<file path="config.mk">
export PLATFORM = sky130hd
export DESIGN_NAME = leds_racer_frame_scheduler
export DESIGN_NICKNAME = d
export VERILOG_FILES = /design/src/rtl/leds_racer_pkg.sv /design/src/rtl/leds_racer_cell_arbiter.sv /design/src/rtl/leds_racer_frame_scheduler.sv
export SDC_FILE = /design/constraint.sdc
export NUM_CORES = 1
export LEC_CHECK = 0
export ABC_CLOCK_PERIOD_IN_PS = 3680
export BUFFER_PORTS_ARGS = -buffer_cell sky130_fd_sc_hd__buf_2
export CAP_MARGIN = 10
export CELL_PAD_IN_SITES_DETAIL_PLACEMENT = 1
export CELL_PAD_IN_SITES_GLOBAL_PLACEMENT = 1
export CORE_ASPECT_RATIO = 0.9
export CORE_MARGIN = 2
export CORE_UTILIZATION = 45
export CTS_BUF_LIST = sky130_fd_sc_hd__clkbuf_2
export CTS_CLUSTER_DIAMETER = 150
export DETAILED_ROUTE_END_ITERATION = 7
export PLACE_DENSITY_LB_ADDON = 0.05
export SKIP_LAST_GASP = 1
export SYNTH_ARGS = -nofsm -noshare
export SYNTH_HDL_FRONTEND = slang
export SYNTH_SLANG_ARGS = --single-unit
export TNS_END_PERCENT = 100
</file>
<file path="constraint.sdc">
create_clock -name clk -period 3.68 [get_ports clk]
set_input_delay 0.552 -clock clk [delete_from_list [all_inputs] [get_ports clk]]
set_output_delay 0.552 -clock clk [all_outputs]
set_load 0.02 [all_outputs]
</file>
<file path="src/rtl/leds_racer_pkg.sv">
// rtl/leds_racer_pkg.sv - player/state types and GRB colour helper for the racer LED frame scheduler
package leds_racer_pkg;

    localparam int NUM_PLAYERS = 4;

    typedef enum logic [1:0] {GREEN, RED, BLUE, YELLOW} player_t;

    typedef enum logic [1:0] {S_IDLE, S_LOAD, S_EMIT, S_GAP} state_t;

    // GRB ordering on the wire: G in [23:16], R in [15:8], B in [7:0]
    function automatic logic [23:0] grb_color(input player_t p, input logic [7:0] i);
        case (p)
            GREEN:   return {i, 8'h00, 8'h00};
            RED:     return {8'h00, i, 8'h00};
            BLUE:    return {16'h0000, i};
            default: return {i, i, 8'h00};
        endcase
    endfunction

endpackage

</file>
<file path="src/rtl/leds_racer_cell_arbiter.sv">
// rtl/leds_racer_cell_arbiter.sv - picks the single player that owns one LED cell
module leds_racer_cell_arbiter
    import leds_racer_pkg::*;
#(
    parameter int POS_W = 6
)(
    input  logic [POS_W-1:0]                  idx,
    input  logic [NUM_PLAYERS-1:0][POS_W-1:0] pos,
    input  player_t                           rot_ptr,
    output logic                              hit,
    output player_t                           winner
);

    logic [1:0] cand;

    // Scan from the lowest priority up so the first contender at or after rot_ptr wins last
    always_comb begin
        hit    = 1'b0;
        winner = GREEN;
        cand   = 2'd0;
        for (int k = NUM_PLAYERS - 1; k >= 0; k--) begin
            cand = rot_ptr + 2'(k);
            if (pos[cand] == idx) begin
                hit    = 1'b1;
                winner = player_t'(cand);
            end
        end
    end

endmodule

</file>
<file path="src/rtl/leds_racer_frame_scheduler.sv">
// rtl/leds_racer_frame_scheduler.sv - snapshots player positions and streams one GRB word per LED
// Optional LEDS_RACER_SHARED_ROTATE_EN: round-robin shared-cell priority instead of fixed green>red>blue>yellow.
module leds_racer_frame_scheduler
    import leds_racer_pkg::*;
#(
    parameter int          LED_COUNT  = 49,
    parameter int          POS_W      = 6,
    parameter int          GAP_CYCLES = 14000,
    parameter logic [7:0]  INTENSITY  = 8'h0F
)(
    input  logic             clk,
    input  logic             rst,
    input  logic             update_req,
    input  logic [POS_W-1:0] green_pos,
    input  logic [POS_W-1:0] red_pos,
    input  logic [POS_W-1:0] blue_pos,
    input  logic [POS_W-1:0] yellow_pos,
    input  logic             pix_ready,
    output logic             pix_valid,
    output logic [23:0]      pix_data,
    output logic [POS_W-1:0] led_index,
    output logic             frame_busy,
    output logic             update_frame
);

    localparam int               GAP_W    = (GAP_CYCLES > 1) ? $clog2(GAP_CYCLES) : 1;
    localparam logic [POS_W-1:0] LAST_LED = POS_W'(LED_COUNT - 1);
    localparam logic [GAP_W-1:0] GAP_LAST = GAP_W'(GAP_CYCLES - 1);

    state_t                            state, next_state;
    logic [NUM_PLAYERS-1:0][POS_W-1:0] snap_pos;
    logic [GAP_W-1:0]                  gap_cnt;
    logic                              pending;
    logic                              xfer, last_xfer, gap_done;
    logic                              hit;
    player_t                           winner;
    player_t                           snap_rot;

    assign xfer      = pix_valid & pix_ready;
    assign last_xfer = xfer && (led_index == LAST_LED);
    assign gap_done  = (state == S_GAP) && (gap_cnt == GAP_LAST);

    always_ff @(posedge clk) begin
        if (rst) state <= S_IDLE;
        else     state <= next_state;
    end

    always_comb begin
        next_state = state;
        case (state)
            S_IDLE: if (update_req) next_state = S_LOAD;
            S_LOAD: next_state = S_EMIT;
            S_EMIT: if (last_xfer) next_state = S_GAP;
            S_GAP:  if (gap_done) next_state = (pending || update_req) ? S_LOAD : S_IDLE;
            default: next_state = S_IDLE;
        endcase
    end

    always_comb begin
        pix_valid    = (state == S_EMIT);
        update_frame = (state == S_LOAD);
        frame_busy   = (state != S_IDLE);
        pix_data     = (pix_valid && hit) ? grb_color(winner, INTENSITY) : 24'h000000;
    end

    always_ff @(posedge clk) begin
        if (rst) begin
            snap_pos  <= '0;
            led_index <= '0;
            gap_cnt   <= '0;
            pending   <= 1'b0;
        end else begin
            case (state)
                S_LOAD: begin
                    snap_pos  <= {yellow_pos, blue_pos, red_pos, green_pos};
                    led_index <= '0;
                end
                S_EMIT: begin
                    gap_cnt <= '0;
                    if (xfer && !last_xfer) led_index <= led_index + 1'b1;
                end
                S_GAP:  gap_cnt <= gap_cnt + 1'b1;
                default: ;
            endcase
            // A request landing in LOAD itself must survive the clear
            if (state == S_LOAD)
                pending <= update_req;
            else if (update_req && state != S_IDLE)
                pending <= 1'b1;
        end
    end

`ifdef LEDS_RACER_SHARED_ROTATE_EN
    player_t rot_ptr;

    // snap_rot holds the pointer value this frame was loaded with; rot_ptr already points at the next one
    always_ff @(posedge clk) begin
        if (rst) begin
            rot_ptr  <= GREEN;
            snap_rot <= GREEN;
        end else if (state == S_LOAD) begin
            snap_rot <= rot_ptr;
            rot_ptr  <= player_t'(rot_ptr + 2'd1);
        end
    end
`else
    assign snap_rot = GREEN;
`endif

    leds_racer_cell_arbiter #(
        .POS_W (POS_W)
    ) u_arbiter (
        .idx     (led_index),
        .pos     (snap_pos),
        .rot_ptr (snap_rot),
        .hit     (hit),
        .winner  (winner)
    );

endmodule

</file>
==> reports/qor.yml <==
floorplan:
  fp.dieW_um: 86.3
  die_h_um: 78.0
  rows: 26
  core_mm2: 0.00579
  floorplan.initialDensity: 0.473
  boundaryPins: 61
  dieArea_mm2: 0.00673
synthesis:
  synth_cells: 311
  synth-compound-area-share: 0.128
  synth_top_area_frac: 0.343
  synthMuxAreaShare: 0.103
  ys_top_cells_by_count: "47 x dfxtp_1, 39 x nor2_1, 27 x mux2i_1"
  synth_top_family_by_area: "simple AND/OR/NAND/NOR gates"
  synthSimpleGateAreaFrac: 0.201
  synthXorXnorAreaFrac: 0.0799
  yosysSeqAreaShare: 0.343
  syn_area_mm2: 0.00274
  synth_most_common_cell: "dfxtp_1"
  synth_cell_type_count: 54
  synthArstFlopShare: 0
  yosysWarnings: 0
  synthTopCellsByArea: "dfxtp_1 34%, mux2i_1 9.9%, buf_4 6.3%"
  synth_area_leader_cell: "dfxtp_1"
  yosys_most_used_dff: "dfxtp_1"
  synth-seq-cells: 47
  synth_edf_count: 0
  avgSynthCellArea_um2: 8.81
  synth-adder-area-share: 0.0411
place:
  io_buffers: 48
  place_area_mm2: 0.00288
  placed_cells: 402
  place_congestion: 0.817
  hpwl_mm: 4.82
worst_hold_path:
  hold_path.class: "input pin to flip-flop"
global_routing:
  grt_use_total: 0.203
  grt_pass1_wl_mm: 10.8
  antenna_found_initial: 0
  gr-total-overflow: 0
  first_global_vias: 2117
  grt_max_degree: 49
clock_network:
  post_cts_resized: 0
  holdBufCountCts: 0
  tritoncts.num_buffers: 5
  clock_latency_ns: 0.42
  cts_tree: "built"
  post_cts_buffers: 0
  cts_max_level: 2
  cts.path.max_buffers: 2
  cts.sinks: 47
  cts.clk_slew.worst_paths_ns: 0.24
  cts-root-buf: "clkbuf_2"
final_layout:
  layout.nets: 376
  final_cell_area_mm2: 0.00297
  num_antenna_cells: 0
  fillers: 729
  multi_input_area_mm2: 0.00156
  final_cell_count_no_fill: 410
  syn2layout_area_growth_pct: 8.26
  fin_util: 0.513
  drive_gt1_frac: 0.209
  ff_latch_area_um2: 941
sta:
  setup-tns-final_ns: 0
  final_hold_viol_count: 0
  worst_slew_pin_slew_ns: 0.883
  grt_setup_unrepaired: "no"
  drv_slew: 0
  setup_viol: 0
  fmax_mhz: 302
  finClkSkew_ns: 0.0133
  period_minus_slack_ns: 3.31
  fin_crit_sh: 0.898
  max_slew_margin: 0.411
route:
  drt_iter0_markers: 85
  via_per_inst: 5.42
  wl_per_cell_um: 15.9
  vias: 2224
  ant_nets: 0
  drc: 0
  dr.pass1.iters: 4
  wirelength_mm: 6.52
worst_setup_path:
  cpPeakStageDelay_ns: 0.64
  critical_path.top_delay_family: "simple AND/OR/NAND/NOR gates"
  path_cells: "xor2_1 > nor4_1 > nand3_1 > and3b_1 > ha_1 > nand2_1 > a31oi_1 > buf_2"
  end_kind: "primary output"
  critPathBufInv: 1
  cpMaxStageDelayCell: "dfxtp_1"
  crit_fanout: 9
  worstPathArrival_ns: 2.75
  critical_path_required_ns: 3.13
  path_class: "flip-flop to primary output"
  start_kind: "flip-flop"
pwr:
  p_leak_nw: 1.29
  power_density_mw_per_mm2: 616
  irDropWorstVdd_v: 0.000230
run:
  max-cap-violations: 0
run_status:
  outcome: "completed"
power by group:
| group | switching (mW) | leakage, nW | internal, mW |
|---|---|---|---|
| Combinational | 0.478 | 0.857 | 0.329 |
| Sequential | 0.0773 | 0.382 | 0.590 |
| Clock | 0.170 | 0.0532 | 0.186 |
logic make-up after synthesis:
logic type               Yosys count
AO/OA/AOI/OAI                     47
XOR/XNOR                          25
adder cells (fa/ha/maj)            9
buffers and inverters             49
flip-flops                        47
multiplexers                      28
other                              1
AND/OR/NAND/NOR                  105
placed cells by master (no fill, tap or decap), types with 3 or more instances in the layout:
master / n
a31oi_1: 5
nor2_1: 39
ha_1: 9
nand4_1: 3
nand2b_1: 3
nand3_1: 13
nand2_1: 17
nor4_1: 3
a31o_2: 3
a311oi_1: 3
inv_1: 9
a21oi_1: 14
clkbuf_2: 6
xnor2_1: 9
or3_1: 4
xor2_1: 16
nor3_1: 3
mux2i_1: 27
conb_1: 12
buf_2: 48
o21ai_0: 4
dfxtp_1: 47
sequential cells by signal, indices dropped and copies added (netlist names):
| name | count |
|---|---|
| snap_pos | 24 |
| gap_cnt | 14 |
| pending | 1 |
| state | 2 |
| led_index | 6 |
cell type report:
cell class	instances	share of cell area
Multi-Input combinational cell	226	0.526
Timing Repair Buffer	50	0.0860
Tap cell	70	0.0295
Sequential cell	47	0.317
Clock inverter	2	0.0202
Clock buffer	6	0.0101
Inverter	9	0.0114
stage by stage:
stage	hold WS, ns	setup WS [ns]	power, mW
after floorplan	0.472	0.697	1.32
after CTS	0.321	0.349	1.85
after global placement	0.498	0.979	1.46
after global routing	0.319	0.0143	1.97
final	0.340	0.374	1.83
after detailed placement	0.506	0.889	1.48
final timing paths:
kind / start / to / slack [ns] / cells after the start
max: led_index[4] / pix_data[18] / 0.37 / 8
min: red_pos[2] / snap_pos[8] / 0.34 / 3
max reg2reg: state[0] / led_index[3] / 1.67 / 6
min reg2reg: gap_cnt[10] / gap_cnt[10] / 0.54 / 2
per-layer routing:
layer | vias up | track usage | part of all wire
met5 | - | 0 | 0
met4 | 0 | 0.0484 | 0.0064
met3 | 4 | 0.0410 | 0.043
met2 | 52 | 0.311 | 0.45
met1 | 1055 | 0.292 | 0.50
li1 | 1113 | - | -
worst reg2reg max path: stages, from the launching register on:
cell,delay [ns]
dfxtp_1,0.40
inv_1,0.18
ha_1,0.48
nand2_1,0.16
a21o_1,0.24
or3_1,0.37
a21oi_1,0.12
(Power assumes the default switching activity.)
